[src/rtl/seq_mul_pkg.sv]
// Shared definitions for the sequential fixed-point multiplier: controller
// state encoding and the width helper used to size the bit counter.
package seq_mul_pkg;

  localparam int STATE_W = 3;

  // Controller states; encodings 6 and 7 are unused and recover to IDLE.
  typedef enum logic [STATE_W-1:0] {
    IDLE  = 3'd0,
    CHECK = 3'd1,
    TEST  = 3'd2,
    ADD   = 3'd3,
    SHIFT = 3'd4,
    DONE  = 3'd5
  } state_t;

  // Ceiling log2, evaluated at elaboration time to size counters.
  function automatic int clog2(input int value);
    int r;
    int v;
    r = 0;
    v = value - 1;
    while (v > 0) begin
      r = r + 1;
      v = v >> 1;
    end
    return r;
  endfunction

endpackage

[src/rtl/mul_cu.sv]
// Controller for the shift-and-add multiplier: sequences load, test, add and
// shift steps and decodes busy/valid from the registered state.
module mul_cu
  import seq_mul_pkg::*;
(
  input  logic clk,
  input  logic rst_n,
  input  logic i_start,
  input  logic i_zero_op,
  input  logic i_mq_lsb,
  input  logic i_cnt_last,
  output logic o_busy,
  output logic o_valid,
  output logic o_ld,
  output logic o_add_en,
  output logic o_shift_en,
  output logic o_done_en
);

  state_t r_state;
  state_t w_next;

  // State register.
  // NOTE: sequential state uses non-blocking assignment so every flop samples
  // the pre-edge value of its inputs, independent of statement order.
  always_ff @(posedge clk or negedge rst_n) begin
    if (!rst_n) r_state <= IDLE;
    else        r_state <= w_next;
  end

  // Next-state and datapath strobes. o_done_en marks the edge that enters
  // DONE, so the result registers update together with the valid pulse.
  always_comb begin
    // NOTE: every output gets a default first; a path that leaves one
    // unassigned would infer a latch.
    w_next     = IDLE;
    o_ld       = 1'b0;
    o_add_en   = 1'b0;
    o_shift_en = 1'b0;
    o_done_en  = 1'b0;
    case (r_state)
      IDLE: begin
        if (i_start) begin
          o_ld   = 1'b1;
          w_next = CHECK;
        end else begin
          w_next = IDLE;
        end
      end
      CHECK: begin
        if (i_zero_op) begin
          o_done_en = 1'b1;
          w_next    = DONE;
        end else begin
          w_next = TEST;
        end
      end
      TEST:  w_next = i_mq_lsb ? ADD : SHIFT;
      ADD: begin
        o_add_en = 1'b1;
        w_next   = SHIFT;
      end
      SHIFT: begin
        o_shift_en = 1'b1;
        if (i_cnt_last) begin
          o_done_en = 1'b1;
          w_next    = DONE;
        end else begin
          w_next = TEST;
        end
      end
      DONE:    w_next = IDLE;
      default: w_next = IDLE;
    endcase
  end

  // Handshake decode from the registered state only.
  always_comb begin
    o_busy  = (r_state == CHECK) || (r_state == TEST) || (r_state == ADD) ||
              (r_state == SHIFT) || (r_state == DONE);
    o_valid = (r_state == DONE);
  end

endmodule

[src/rtl/seq_fxp_mul.sv]
// Sequential shift-and-add unsigned fixed-point multiplier. Returns the full
// product, the truncated Q(WIDTH-FRAC).FRAC result and an overflow flag.
module seq_fxp_mul
  import seq_mul_pkg::*;
#(
  parameter int WIDTH = 8,
  parameter int FRAC  = 4
) (
  input  logic               clk,
  input  logic               rst_n,
  input  logic               start,
  input  logic [WIDTH-1:0]   a_in,
  input  logic [WIDTH-1:0]   b_in,
  output logic               busy,
  output logic               valid,
  output logic [2*WIDTH-1:0] product,
  output logic [WIDTH-1:0]   result,
  output logic               ovf
);

  localparam int CNT_W = clog2(WIDTH) + 1;

  logic [WIDTH-1:0]   r_a;
  logic [WIDTH-1:0]   r_acc;
  logic [WIDTH-1:0]   r_mq;
  logic               r_carry;
  logic [CNT_W-1:0]   r_cnt;
  logic [2*WIDTH-1:0] r_product;
  logic [WIDTH-1:0]   r_result;
  logic               r_ovf;

  logic               w_ld;
  logic               w_add_en;
  logic               w_shift_en;
  logic               w_done_en;
  logic               w_zero_op;
  logic               w_cnt_last;
  logic [WIDTH:0]     w_sum;
  logic [WIDTH-1:0]   w_acc_sh;
  logic [WIDTH-1:0]   w_mq_sh;
  logic [2*WIDTH-1:0] w_prod_next;

  mul_cu u_cu (
    .clk        (clk),
    .rst_n      (rst_n),
    .i_start    (start),
    .i_zero_op  (w_zero_op),
    .i_mq_lsb   (r_mq[0]),
    .i_cnt_last (w_cnt_last),
    .o_busy     (busy),
    .o_valid    (valid),
    .o_ld       (w_ld),
    .o_add_en   (w_add_en),
    .o_shift_en (w_shift_en),
    .o_done_en  (w_done_en)
  );

  // Datapath combinational terms: add with carry kept, one-bit right shift of
  // {carry,acc,mq}, and the product about to be committed on entry to DONE.
  always_comb begin
    w_zero_op   = (r_a == '0) || (r_mq == '0);
    w_cnt_last  = (r_cnt == CNT_W'(WIDTH - 1));
    w_sum       = {1'b0, r_acc} + {1'b0, r_a};
    w_acc_sh    = {r_carry, r_acc[WIDTH-1:1]};
    w_mq_sh     = {r_acc[0], r_mq[WIDTH-1:1]};
    w_prod_next = w_shift_en ? {w_acc_sh, w_mq_sh} : '0;
  end

  // Operand, accumulator, multiplier/quotient and bit-count registers.
  // NOTE: these are plain registers, not a memory, so all of them are cleared
  // by the async reset and an abandoned operation leaves nothing behind.
  always_ff @(posedge clk or negedge rst_n) begin
    if (!rst_n) begin
      r_a     <= '0;
      r_acc   <= '0;
      r_mq    <= '0;
      r_carry <= 1'b0;
      r_cnt   <= '0;
    end else if (w_ld) begin
      r_a     <= a_in;
      r_mq    <= b_in;
      r_acc   <= '0;
      r_carry <= 1'b0;
      r_cnt   <= '0;
    end else if (w_add_en) begin
      {r_carry, r_acc} <= w_sum;
    end else if (w_shift_en) begin
      r_acc   <= w_acc_sh;
      r_mq    <= w_mq_sh;
      r_carry <= 1'b0;
      r_cnt   <= r_cnt + CNT_W'(1);
    end else if (w_done_en) begin
      // Zero fast path out of CHECK.
      r_acc <= '0;
      r_mq  <= '0;
    end
  end

  // Output registers, updated only when an operation completes.
  always_ff @(posedge clk or negedge rst_n) begin
    if (!rst_n) begin
      r_product <= '0;
      r_result  <= '0;
      r_ovf     <= 1'b0;
    end else if (w_done_en) begin
      r_product <= w_prod_next;
      r_result  <= w_prod_next[WIDTH+FRAC-1:FRAC];
      r_ovf     <= |w_prod_next[2*WIDTH-1:WIDTH+FRAC];
    end
  end

  assign product = r_product;
  assign result  = r_result;
  assign ovf     = r_ovf;

endmodule

[config.mk]
export PLATFORM = sky130hd
export DESIGN_NAME = seq_fxp_mul
export DESIGN_NICKNAME = d
export VERILOG_FILES = /design/src/rtl/seq_mul_pkg.sv /design/src/rtl/mul_cu.sv /design/src/rtl/seq_fxp_mul.sv
export SDC_FILE = /design/constraint.sdc
export NUM_CORES = 1
export LEC_CHECK = 0
export BUFFER_PORTS_ARGS = -buffer_cell sky130_fd_sc_hd__buf_4
export CAP_MARGIN = 5
export CORE_AREA = 4 4 77 108
export DETAILED_ROUTE_END_ITERATION = 16
export DIE_AREA = 0 0 81 112
export GPL_TIMING_DRIVEN = 0
export PLACE_DENSITY = 0.59
export SYNTH_ARGS = -nofsm -noshare
export SYNTH_HDL_FRONTEND = slang
export SYNTH_SLANG_ARGS = --single-unit
[constraint.sdc]
create_clock -name clk -period 2 [get_ports clk]
set_input_delay 0.2 -clock clk [delete_from_list [all_inputs] [get_ports clk]]
set_output_delay 0.2 -clock clk [all_outputs]
set_load 0.03 [all_outputs]
# Word level (Yosys, flattened, before mapping)
# Cells that the tools add are included.
dict set report word_totals {
  wordCells 59
  ff_bits 57
  in_bits 19
}
dict set report classes {
  n_reduce_logical 15
  n_addsub 2
  n_eq_ne 7
  mux 26
}
# op n
set ops {}
lappend ops {{$mux W8} 7}
lappend ops {{$logic_not A8 Y1} 2}
lappend ops {{$mux W16} 1}
lappend ops {{$pmux W3 S5} 1}
lappend ops {{$mux W4} 3}
lappend ops {{$mux W1} 10}
lappend ops {{$add A8 B8 Y9} 1}
lappend ops {{$mux W3} 3}
lappend ops {{$eq A3 B2 Y1 const B} 2}
lappend ops {{$eq A3 B3 Y1 const B} 2}
lappend ops {{$reduce_bool A3 Y1} 2}
lappend ops {{$logic_or A1 B1 Y1} 5}
lappend ops {{$add A4 B1 Y4 const B} 1}
lappend ops {{$eq A4 B3 Y1 const B} 1}
lappend ops {{$reduce_and A2 Y1} 2}
lappend ops {{$reduce_bool A4 Y1} 1}
lappend ops {{$reduce_or A4 Y1} 1}
lappend ops {{$eq A3 B1 Y1 const B} 1}
lappend ops {{$logic_not A3 Y1} 1}
lappend ops {{$ne A2 B1 Y1 const B} 1}
lappend ops {{$pmux W1 S2} 1}
lappend ops {{$reduce_bool A2 Y1} 1}

# Logic depth before layout (Yosys ltp)
dict set report logic_depth {
  depth_word 8
  mapped_depth 8
  ltp_nobuf 8
}

# Cells and area by module
# A second synthesis with hierarchy kept.
dict set report unflattened {
  hier_cells 295
  hier_area_um2 2692.6
}
# module cells_each seq_area_each_um2 instances area_per_inst_um2
set modules_own_cells {}
lappend modules_own_cells {seq_fxp_mul 271 1151.1 1 2498.6}
lappend modules_own_cells {mul_cu 24 75.1 1 193.9}

# Worst setup path after synthesis
# OpenSTA, ideal clock, no wires.
dict set report synth_path {
  path_kind {flip-flop to flip-flop}
  startpoint {reg r_a[1]}
  endpoint {reg r_ovf, in the netlist ovf}
  stages_incl_launch_ff 7
  t_arrival_ps 1825
  required_time_ps 1875
  setup_ps 125
  synth_period_minus_slack_ps 1951
  n_path_buf 1
  slack_ps 49
  path_cell_list {dfrtp_1 -> nor4_1 -> nand2_1 -> a2111oi_4 -> a21oi_4 -> buf_6 -> mux2_4}
}
dict set report synth_via {
  elab_chain_cells 4
}
# element line
set synth_rtl {}
lappend synth_rtl {{from (decl)} seq_fxp_mul.sv:23} ;# logic [WIDTH-1:0] r_a;
lappend synth_rtl {{from (signal assigned)} seq_fxp_mul.sv:80} ;# r_a <= a_in;
lappend synth_rtl {{$logic_not A8 Y1} seq_fxp_mul.sv:61} ;# w_zero_op = (r_a == '0) || (r_mq == '0);
lappend synth_rtl {{$logic_or A1 B1 Y1} seq_fxp_mul.sv:61}
lappend synth_rtl {{$mux W1} mul_cu.sv:51} ;# if (i_zero_op) begin
lappend synth_rtl {{$pmux W1 S2} mul_cu.sv:41} ;# case (r_state)
lappend synth_rtl {{to (signal assigned)} seq_fxp_mul.sv:108} ;# r_ovf <= |w_prod_next[2*WIDTH-1:WIDTH+FRAC];
lappend synth_rtl {{to (decl)} seq_fxp_mul.sv:30} ;# logic r_ovf;
# Every way passes these cells.
# A chain may end at the register's enable or synchronous reset.

# Worst setup path in the final report
dict set report layout_path {
  startpoint {reg r_a[7]}
  endpoint {reg r_product[13], in the netlist product[13]}
}
dict set report layout_via {
  elab_chain_cells 4
}
# element line
set layout_rtl {}
lappend layout_rtl {{$logic_not A8 Y1} seq_fxp_mul.sv:61}
lappend layout_rtl {{$logic_or A1 B1 Y1} seq_fxp_mul.sv:61}
lappend layout_rtl {{$mux W1} mul_cu.sv:51}
lappend layout_rtl {{$pmux W1 S2} mul_cu.sv:41}
lappend layout_rtl {{to (signal assigned)} seq_fxp_mul.sv:106} ;# r_product <= w_prod_next;
lappend layout_rtl {{to (decl)} seq_fxp_mul.sv:28} ;# logic [2*WIDTH-1:0] r_product;
# Every way passes these cells.

==> impl_metrics.toml <==
[timing]
clock_skew_ns = 0.00949
grt_setup_unrepaired = "yes"
fin_crit_sh = 1.05
hold_viol = 0
drv_slew = 0
post-route-worst-setup-slack_ns = -0.0939
finalSetupViolCount = 28
fmax_mhz = 478
tightest_slew_ns = 0.632
fin_crit_ns = 2.09
max_slew_margin = 0.579

[power]
p_total_uw = 4280
ir_drop_v = 0.000645
p_leak_uw = 0.00171
power.density_nw_per_um2 = 1280

[yosys]
synth_area_leaders = "dfrtp_1 48%, mux2_2 7.1%, mux2_4 4.7%"
yosys.area.top_type = "dfrtp_1"
syn_area_per_cell_sq_um = 11.6
ys_seq_area_frac = 0.484
synthArstFlopShare = 1.00
ys_types = 42
synthesis.nets = 248
synth.most_common_cell = "dfrtp_1"
synthesis.area_sq_um = 2530
synth_flop_cell = "dfrtp_1"
synth-edff-count = 0
synth_seq_cells = 49
syn_inst = 219
synth_warnings = 0
yosys.area.top_type_share = 0.484
synth_common_cells = "49 x dfrtp_1, 16 x and3_1, 16 x mux2_2"

[setup_path]
crit_chain = "nor4_2, nand2_1, a2111oi_4, buf_4, a21oi_4, buf_8, mux2_4"
crit_buf_inv = 2
critPathMaxFanout = 5
cp.arrival_ns = 2.28
end_kind = "register"
slowest_delay_ns = 0.42
crit_required_ns = 2.19
crit_type = "register to register"
start_kind = "register"
critPathSlowestCell = "dfrtp_1"
critical_path.top_delay_family = "simple AND/OR/NAND/NOR gates"

[route]
drcViolationCount = 0
first_pass_iters = 4
postRouteWirelength_mm = 6.22
ant_nets = 0
routed-wl-met3_um = 313
top_layer = "met4"
wl_per_cell_um = 16.1
wl_met2_mm = 3.17
vias_per_cell = 5.18
drt_iter0_drc = 133
vias = 2000
wl_met1_mm = 2.65

[cells_and_area]
final_cells = 386
area_delta_synth_final_pct = 32.3
fill_cells = 725
fin_nets = 317
drive_above_1_share = 0.433
multiInputGateArea_sq_um = 1250
num_antenna_cells = 0
final_area_sq_um = 3350
register_area_sq_um = 1230

[floorplan]
die_area_sq_um = 9070
ios = 46
core_sq_um = 7310
start_util = 0.347
row_count = 37
fp.dieH_um = 112
die_x_um = 81

[cts]
cts_root_buf = "clkbuf_8"
clk_latency_ns = 0.30
cts_max_path_buffers = 2
cts.htree.levels = 2
cts_sinks = 49
clkTransAtPathRegs_ns = 0.09
cts_made_buffers = 5
tritoncts = "built"

[global_route]
grt_pass1_wl_mm = 10.3
overflow = 0
grt_pass1_vias = 2068
grt_usage = 0.146
grt_max_degree = 50
antenna_found_initial = 0

[placement]
portBuffers = 45
gp_congestion = 0.859
dp_hpwl_mm = 4.30
post_dp_cell_area_sq_um = 2990
place_ws_ns = -0.272
dp.cells = 361

[run_status]
status = "complete, but fails checks"
violations = "setup timing"

[run]
max_cap_violations = 0

[min_path]
holdCritPathClass = "input port to register"
-- timing repair --
item	4_1_cts	5_1_grt
endpoints found under the hold margin	49	0
pin swaps	13	16
setup buffers	13	1
gates resized for setup	21	8
gates cloned	2	0
hold buffers	1	0
setup endpoints to repair	47	44
-- where the power goes --
group | leakage (uW) | switching [uW] | internal (uW)
clock network | 0.0000574 | 340 | 407
logic | 0.00100 | 1040 | 921
registers | 0.000647 | 283 | 1290
-- worst min-delay path: cells and delay by family --
kind | cells | cell delay, ns
compound gates | 1 | 0.06
buf+inv | 1 | 0.08
simple gates | 1 | 0.03
-- flip-flops by register name, summed over array words and instances, names as in the netlist --
register	flops
product	16
r_a	8
u_cu.r_state	3
r_mq	8
ovf	1
r_cnt	4
r_acc	8
r_carry	1
-- routing by layer --
| layer | vias to the layer above | track usage |
|---|---|---|
| met3 | 6 | 0.0267 |
| met1 | 984 | 0.187 |
| met2 | 60 | 0.246 |
| met4 | 0 | 0.0417 |
| li1 | 950 | - |
| met5 | - | 0 |
-- metrics by stage --
stage / TNS, ns / hold slack, ns / utilization
after global placement: -7.55 / 0.266 / 0.409
after detailed placement: -6.50 / 0.276 / 0.409
after floorplan: 0 / -0.0956 / -
final: -1.81 / 0.104 / 0.459
after CTS: -0.873 / 0.0973 / 0.454
after global routing: -5.36 / 0.106 / 0.459
-- worst paths after layout --
kind                       startpoint     endpoint  depth (start not counted)  slack [ns]
max in group asynchronous       rst_n     r_cnt[2]                          2        1.12
hold / removal                a_in[1]       r_a[1]                          3        0.10
min in group asynchronous       rst_n       r_a[3]                          2        0.46
setup reg to reg               r_a[7]  product[13]                          7       -0.09
setup / recovery               r_a[7]  product[13]                          7       -0.09
hold reg to reg            product[3]   product[3]                          1        0.52
-- cells in the final DEF (no fill, tap or decap), types with 2 or more instances in the layout --
cell type / count
buf_4: 66
dfrtp_1: 49
and3_1: 16
mux2_2: 16
nand2_1: 11
nor2_1: 11
a221o_1: 11
mux2_4: 8
ha_1: 8
nor3_1: 7
o21ai_0: 6
clkbuf_8: 6
inv_1: 5
a21oi_1: 4
xor2_1: 4
nor4_2: 3
clkbuf_2: 3
buf_6: 3
a311o_1: 3
clkbuf_1: 2
nor4_1: 2
nor2b_1: 2
nor2_4: 2
o22ai_1: 2
o21a_1: 2
a211o_1: 2
nand2b_1: 2
mux2i_1: 2
-- final cells by class --
cell class                 instances  area share
timing repair buffer              62       0.148
sequential                        49       0.366
inverter                           6     0.00671
buffer                            16      0.0339
multi-input combinational        148       0.374
clock buffer                       6      0.0246
clock inverter                     2      0.0112
tap                               97      0.0362
-- logic make-up (layout without fill, tap and decap cells) --
family                   count (synthesis)  count (layout)  share of synthesized area
buffers and inverters                   22              92                     0.0484
AO/OA/AOI/OAI                           42              42                      0.139
XOR/XNOR                                 5               5                     0.0173
adder cells (fa/ha/maj)                 10              10                     0.0523
multiplexers                            26              26                      0.126
AND/OR/NAND/NOR                         65              65                      0.133
flip-flops                              49              49                      0.484
Note: power is estimated with default switching activity, not from simulation.
